File: src/rtl/fsm_trace_capture.sv
// Records a trace entry in a small FIFO each time the monitored FSM output triple changes.
// Optional per-entry cycle timestamps are built only when TRACE_TIMESTAMP_EN is defined.
module fsm_trace_capture #(
    parameter int DEPTH   = 8,
    parameter int STAMP_W = 16
) (
    input  logic                     clk,
    input  logic                     reset,
    input  logic                     clear,
    input  logic                     in_enable,
    input  logic [31:0]              in_value,
    input  logic                     in_flag,
    input  logic [3:0]               in_code,
    output logic                     rd_valid,
    input  logic                     rd_ready,
    output logic [31:0]              rd_value,
    output logic                     rd_flag,
    output logic [3:0]               rd_code,
    output logic [STAMP_W-1:0]       rd_stamp,
    output logic [$clog2(DEPTH):0]   level,
    output logic                     overflow
);

    localparam int AW      = $clog2(DEPTH);
    localparam int ENTRY_W = 37;

    typedef enum logic {
        IDLE,
        ARMED
    } state_t;

    state_t               state, state_nxt;
    logic                 samp_en;
    logic [ENTRY_W-1:0]   samp_triple;
    logic [ENTRY_W-1:0]   last_triple;
    logic                 push_req;
    logic                 load_last;
    logic                 push;
    logic                 pop;
    logic                 empty;
    logic                 full;
    logic [AW:0]          wr_ptr;
    logic [AW:0]          rd_ptr;
    logic [ENTRY_W-1:0]   mem [DEPTH];

    // Input sample stage: the triple is registered once before comparison.
    // NOTE: sequential state is always assigned with <= so every register sees pre-edge values.
    always_ff @(posedge clk or negedge reset) begin
        if (!reset) begin
            samp_en     <= 1'b0;
            samp_triple <= '0;
        end else if (clear) begin
            samp_en     <= 1'b0;
            samp_triple <= '0;
        end else begin
            samp_en     <= in_enable;
            samp_triple <= {in_value, in_flag, in_code};
        end
    end

    always_ff @(posedge clk or negedge reset) begin
        if (!reset) begin
            state <= IDLE;
        end else if (clear) begin
            state <= IDLE;
        end else begin
            state <= state_nxt;
        end
    end

    // NOTE: every output of this block gets a default first so no latch is inferred.
    always_comb begin
        state_nxt = state;
        push_req  = 1'b0;
        load_last = 1'b0;
        case (state)
            IDLE: begin
                if (samp_en) begin
                    push_req  = 1'b1;
                    load_last = 1'b1;
                    state_nxt = ARMED;
                end
            end
            ARMED: begin
                if (samp_en) begin
                    load_last = 1'b1;
                    push_req  = (samp_triple != last_triple);
                end else begin
                    state_nxt = IDLE;
                end
            end
            default: state_nxt = IDLE;
        endcase
    end

    always_ff @(posedge clk or negedge reset) begin
        if (!reset) begin
            last_triple <= '0;
        end else if (clear) begin
            last_triple <= '0;
        end else if (load_last) begin
            last_triple <= samp_triple;
        end
    end

    assign empty = (wr_ptr == rd_ptr);
    assign full  = (wr_ptr[AW] != rd_ptr[AW]) && (wr_ptr[AW-1:0] == rd_ptr[AW-1:0]);
    assign pop   = !clear && !empty && rd_ready;
    // A full FIFO still accepts a push when the head leaves on the same edge.
    assign push  = !clear && push_req && (!full || pop);

    always_ff @(posedge clk or negedge reset) begin
        if (!reset) begin
            wr_ptr   <= '0;
            rd_ptr   <= '0;
            overflow <= 1'b0;
        end else if (clear) begin
            wr_ptr   <= '0;
            rd_ptr   <= '0;
            overflow <= 1'b0;
        end else begin
            if (push) wr_ptr <= wr_ptr + 1'b1;
            if (pop)  rd_ptr <= rd_ptr + 1'b1;
            if (push_req && full && !pop) overflow <= 1'b1;
        end
    end

    // NOTE: the entry storage has no reset; outputs are masked to 0 while the FIFO is empty.
    always_ff @(posedge clk) begin
        if (push) mem[wr_ptr[AW-1:0]] <= samp_triple;
    end

    assign rd_valid = !empty;
    assign level    = wr_ptr - rd_ptr;
    assign {rd_value, rd_flag, rd_code} = empty ? '0 : mem[rd_ptr[AW-1:0]];

`ifdef TRACE_TIMESTAMP_EN
    logic [STAMP_W-1:0] stamp_cnt;
    logic [STAMP_W-1:0] stamp_mem [DEPTH];

    always_ff @(posedge clk or negedge reset) begin
        if (!reset) begin
            stamp_cnt <= '0;
        end else if (clear) begin
            stamp_cnt <= '0;
        end else begin
            stamp_cnt <= stamp_cnt + 1'b1;
        end
    end

    always_ff @(posedge clk) begin
        if (push) stamp_mem[wr_ptr[AW-1:0]] <= stamp_cnt;
    end

    assign rd_stamp = empty ? '0 : stamp_mem[rd_ptr[AW-1:0]];
`else
    assign rd_stamp = '0;
`endif

endmodule

File: config.mk
export PLATFORM = sky130hd
export DESIGN_NAME = fsm_trace_capture
export DESIGN_NICKNAME = d
export VERILOG_FILES = /design/src/rtl/fsm_trace_capture.sv
export SDC_FILE = /design/constraint.sdc
export NUM_CORES = 1
export LEC_CHECK = 0
export CELL_PAD_IN_SITES_DETAIL_PLACEMENT = 1
export CELL_PAD_IN_SITES_GLOBAL_PLACEMENT = 2
export CORE_MARGIN = 5
export CORE_UTILIZATION = 47
export CTS_CLUSTER_SIZE = 10
export DETAILED_ROUTE_END_ITERATION = 6
export PLACE_DENSITY_LB_ADDON = 0.1
export SYNTH_ARGS = -nofsm -noshare
export SYNTH_HDL_FRONTEND = slang
export SYNTH_SLANG_ARGS = --single-unit
File: constraint.sdc
create_clock -name clk -period 9.9 [get_ports clk]
set_input_delay 2.97 -clock clk [delete_from_list [all_inputs] [get_ports clk]]
set_output_delay 2.97 -clock clk [all_outputs]
set_load 0.01 [all_outputs]
Word level (Yosys, flattened, before mapping)
Memories as Yosys holds them, arrays and structs flattened.
Index checks and enable logic that the tools add are counted.

cells by class
  muxes and demuxes = 17
  reductions and logical operators = 16
  add/sub/neg operators = 3
  equality and inequality tests = 4
  bitwise gates (word level) = 1

operator list
  operator                                                       number
  37-bit 2-to-1 mux                                              4
  37-bit != test                                                 1
  4-bit 2-to-1 mux                                               4
  4-bit by 1-bit adder with 4-bit output, second input constant  2
  1-bit 2-to-1 mux                                               8
  2-bit nonzero test                                             4
  1-bit logical AND                                              7
  4-bit equality test                                            1
  1-bit zero test                                                4
  4-bit subtractor                                               1
  3-bit equality test                                            1
  1-bit one-hot mux with 2 select lines                          1
  1-bit logical OR                                               1
  1-bit != test                                                  1
  1-bit NOT                                                      1

word-level totals
  memories kept = 1
  flip-flop bits (word level) = 85
  bits in writable memories = 296
  bits of input ports = 42
  output and inout bits = 59

memories
  memory  depth  width  read ports  clocked after Yosys merged registers in  wr ports  line  text
  mem     8      37     1           0                                        1         44    logic [ENTRY_W-1:0] mem [DEPTH];

Longest topological paths before layout
  word-level depth = 8
  mapped depth = 11
  gate-level depth less buffers = 8

Worst setup path before layout
Ideal clock, no wire load.

  path kind = input to register
  start point = in clear
  end point = mem mem[1][0] (enable)
  path buffers = 2
  data arrival time = 7.279 ns
  stages = 6
  setup slack = 2.097 ns
  cells stage by stage = clkbuf_1 -> inv_1 -> a211oi_1 -> or2_1 -> buf_6 -> nor4_1

between the ends
  word-level cells in the longest chain between the ends = 7
  elaborated cells on any way between the ends = 8
  classes of those cells = mux: 2; reduce/logical: 6

RTL lines
  what                                        line      text
  start, declared                             9         input logic clear,
  1-bit zero test (*)                         108, 110
  1-bit logical AND (2 in series)             108       assign pop = !clear && !empty && rd_ready;
  1-bit logical OR                            110       assign push = !clear && push_req && (!full || pop);
  1-bit logical AND (*)                       110
  1-bit 2-to-1 mux (*)                        130       if (push) mem[wr_ptr[AW-1:0]] <= samp_triple;
  1-bit 2-to-1 mux (not written as such) (*)  130
  end, declared                               44

Every way passes the cells marked *; elsewhere a longest branch is shown, timed or not.

Worst setup path after layout
  start point = reg rd_ptr[1]
  end point = out rd_valid

between the ends
  word-level cells in the longest chain between the ends = 2

RTL lines
  what                    line  text
  start, declared         43    logic [AW:0] rd_ptr;
  start signal, assigned  123   if (pop) rd_ptr <= rd_ptr + 1'b1;
  4-bit equality test     106   assign empty = (wr_ptr == rd_ptr);
  1-bit zero test         133   assign rd_valid = !empty;
  end, declared           14    output logic rd_valid,

No other way between the ends.

==> flow_metrics.tcl <==
set metrics [dict create \
    worstPathRequired_ns 6.93 \
    r2r_cells 7 \
    cts_buffers 44 \
    final-setup-viol-count 0 \
    start_kind "flip-flop" \
    synth_xor_area_share_pct 2.426 \
    drv_slew 0 \
    status "finished clean" \
    vias 7937 \
    dieWidth_um 189.6 \
    antennaDiodeCount 0 \
    syn_area_mm2 0.01516 \
    synth_edf_count 296 \
    clkSlewWorstSetupHoldPaths_ns 0.05 \
    core_mm2 0.03172 \
    grt_pass1_vias 9129 \
    rsz0062_at_grt "false" \
    first_pass_iters 4 \
    synthArstFlopShare_pct 22.31 \
    period_share_pct 67.10 \
    dp_hpwl_mm 20.73 \
    antenna_found_initial 0 \
    drive_above_1_share_pct 15.83 \
    ctsHoldBuffers 0 \
    ctsResizeCount 0 \
    period_needed_ns 6.643 \
    grt_pass1_wl_mm 55.21 \
    synth-seq-cells 381 \
    seq_area_frac_synth_pct 72.64 \
    cts.sinks 381 \
    p_total_mw 3.603 \
    cp-end-kind "output pin" \
    netlist_instances 877 \
    synth-main-ff-cell "edfxtp_1" \
    drt-vias-per-instance 5.593 \
    synth-adder-area-share_pct 0.5446 \
    gp_congestion 0.7493 \
    r2r-start "rd_ptr[1]" \
    muxShareOfSynthArea_pct 13.56 \
    path_max_fanout 38 \
    fin_skew_ns 0.01176 \
    relSlewSlack_pct 32.71 \
    totalWireLength_mm 35.19 \
    die_area_mm2 0.03596 \
    area_delta_synth_final_pct 17.04 \
    p_leak_nw 6.281 \
    synth_top_family_by_area "multiplexers" \
    ys_warn_count 0 \
    synth_cell_types 40 \
    max_freq_ghz 0.1505 \
    syn_avg_cell_area_um2 17.29 \
    initial_core_util_pct 47.81 \
    worstMarginPinSlew_ns 1.009 \
    min_from "last_triple[33]" \
    synth-simple-area-share_pct 6.312 \
    hold_path.class "reg2reg" \
    clock_latency_ns 0.53 \
    crit_type "reg2out" \
    portBuffers 84 \
    drt-initial-drc-count 543 \
    reg2reg_slack_ns 6.14 \
    vdd_drop_max_mv 0.1542 \
    clk_path_buf_depth 3 \
    drc 0 \
    grt_start_max_net_pins 62 \
    r2r-end "mem[0][31]" \
    cts_tree "done" \
    rows 65 \
    hold_path_depth 2 \
    crit_start "rd_ptr[1]" \
    root_buffer "clkbuf_16" \
    cellPowerDensity_mw_per_mm2 203.0 \
    hold_violations 0 \
    place_ws_ns 3.739 \
    holdPathEnd "last_triple[33]" \
    fin_ws_ns 3.257 \
    stdcell_area_mm2 0.01775 \
    cap_violations 0 \
    final_nets 1031 \
    cts_setup_buffers 0 \
    cp_data_arrival_time_ns 3.67 \
    overflow 0 \
    placed_area_mm2 0.01648 \
    grt_usage_pct 20.12 \
    ios 101 \
    drtAntennaViolNets 0 \
    cts_htree_levels 2 \
    synth_compound_area_share_pct 2.071 \
    die_h_um 189.6 \
    fin_tns_setup_ns 0 \
    wl_per_cell_um 24.80 \
]
[cells by family (layout without fill, tap and decap cells)]
logic type                 count (synthesis)  in the layout
DFF                                      381            381
and+or+nand+nor                          202            202
muxes                                    113            113
buffers and inverters                     76            201
AOI/OAI and AO/OA                         56             56
xor gates and xnor gates                  42             42
adders and majority gates                  6              6
other                                      1             16
[worst max-delay path by stage]
stage	to	slack, ns	cells after the start
5_1_grt	rd_valid	2.96	7
2_1_floorplan	mem[1][0]	2.10	6
6_report	rd_valid	3.26	7
4_1_cts	rd_valid	3.16	7
3_3_place_gp	rd_code[1]	3.74	5
3_5_place_dp	rd_valid	3.74	7
[worst max-delay path, cell delays in order, from the launching register on]
cell,delay [ns]
dfrtp_2,1.00
inv_1,0.11
ha_1,0.34
nand3_1,0.14
nor2_4,0.44
buf_4,0.42
inv_1,0.14
clkdlybuf4s50_1,0.51
[cell usage in the layout, fill, tap and decap left out, types with 4 or more instances in the layout]
cell	n
nor4_1	14
mux4_2	74
nand2_1	80
dfrtp_1	82
a21oi_1	43
ha_1	5
nor2b_1	39
clkdlybuf4s50_1	82
xnor2_1	7
mux2i_1	39
nand4_1	4
conb_1	16
xor2_1	35
buf_4	25
nor4_2	4
clkbuf_16	45
inv_1	14
clkbuf_1	33
nor2_1	42
edfxtp_1	296
nand3_1	4
[sequential cells by signal, indices dropped and copies added (netlist names)]
name	flops
samp_triple	37
state	1
last_triple	37
wr_ptr	4
overflow	1
mem	296
rd_ptr	4
samp_en	1
[metrics by stage]
stage / instances / hold WS, ns / utilization, %
6_report: 1419 / 0.5409 / 55.96
5_1_grt: 1419 / 0.5642 / 55.96
3_3_place_gp: 1339 / 0.5181 / 51.96
4_1_cts: 1419 / 0.5464 / 55.96
3_5_place_dp: 1339 / 0.5326 / 51.96
2_1_floorplan: 892 / 0.5059 / -
[power breakdown]
| group | switching, mW | leakage (nW) | internal [mW] | total, mW |
|---|---|---|---|---|
| clock | 0.592 | 0.605 | 0.855 | 1.45 |
| sequential | 0.0525 | 3.84 | 1.75 | 1.80 |
| combinational | 0.166 | 1.83 | 0.188 | 0.354 |
| total | 0.811 | 6.28 | 2.79 | 3.60 |
[area by class of cell]
class	count	area [um^2]
clock inverter	1	5.005
clock buffer	79	1264
inverter	14	52.55
fill	2860	13970
sequential	381	11020
multi-input combinational	435	3894
tap	402	503.0
timing repair buffer	107	1008
[cells in the mapped netlist (2+ instances only)]
library cell / count / area, um^2
nor2b_1: 39 / 244.0
xor2_1: 35 / 306.5
buf_1: 3 / 11.26
nor2_1: 44 / 165.2
buf_2: 11 / 55.05
and4_1: 2 / 17.52
nor3_1: 4 / 20.02
dfrtp_1: 85 / 2127
edfxtp_1: 296 / 8889
xnor2_1: 7 / 61.31
mux2i_1: 39 / 390.4
buf_4: 16 / 120.1
mux4_2: 74 / 1667
nand4_1: 4 / 25.02
inv_1: 14 / 52.55
nor4_1: 18 / 112.6
a21oi_1: 43 / 215.2
nand2_1: 80 / 300.3
nand3_1: 4 / 20.02
clkbuf_1: 31 / 116.4
ha_1: 5 / 62.56
a21o_1: 3 / 22.52
o21ai_0: 3 / 15.01
[routing by layer]
metal	routed length (um)	global-route usage [%]	vias up
met1	15070	27.76	4202
met4	587	3.951	0
met3	1865	3.211	46
li1	-	-	3505
met5	0	0	-
met2	17670	34.54	184
Note: power is estimated with default switching activity, not from simulation.
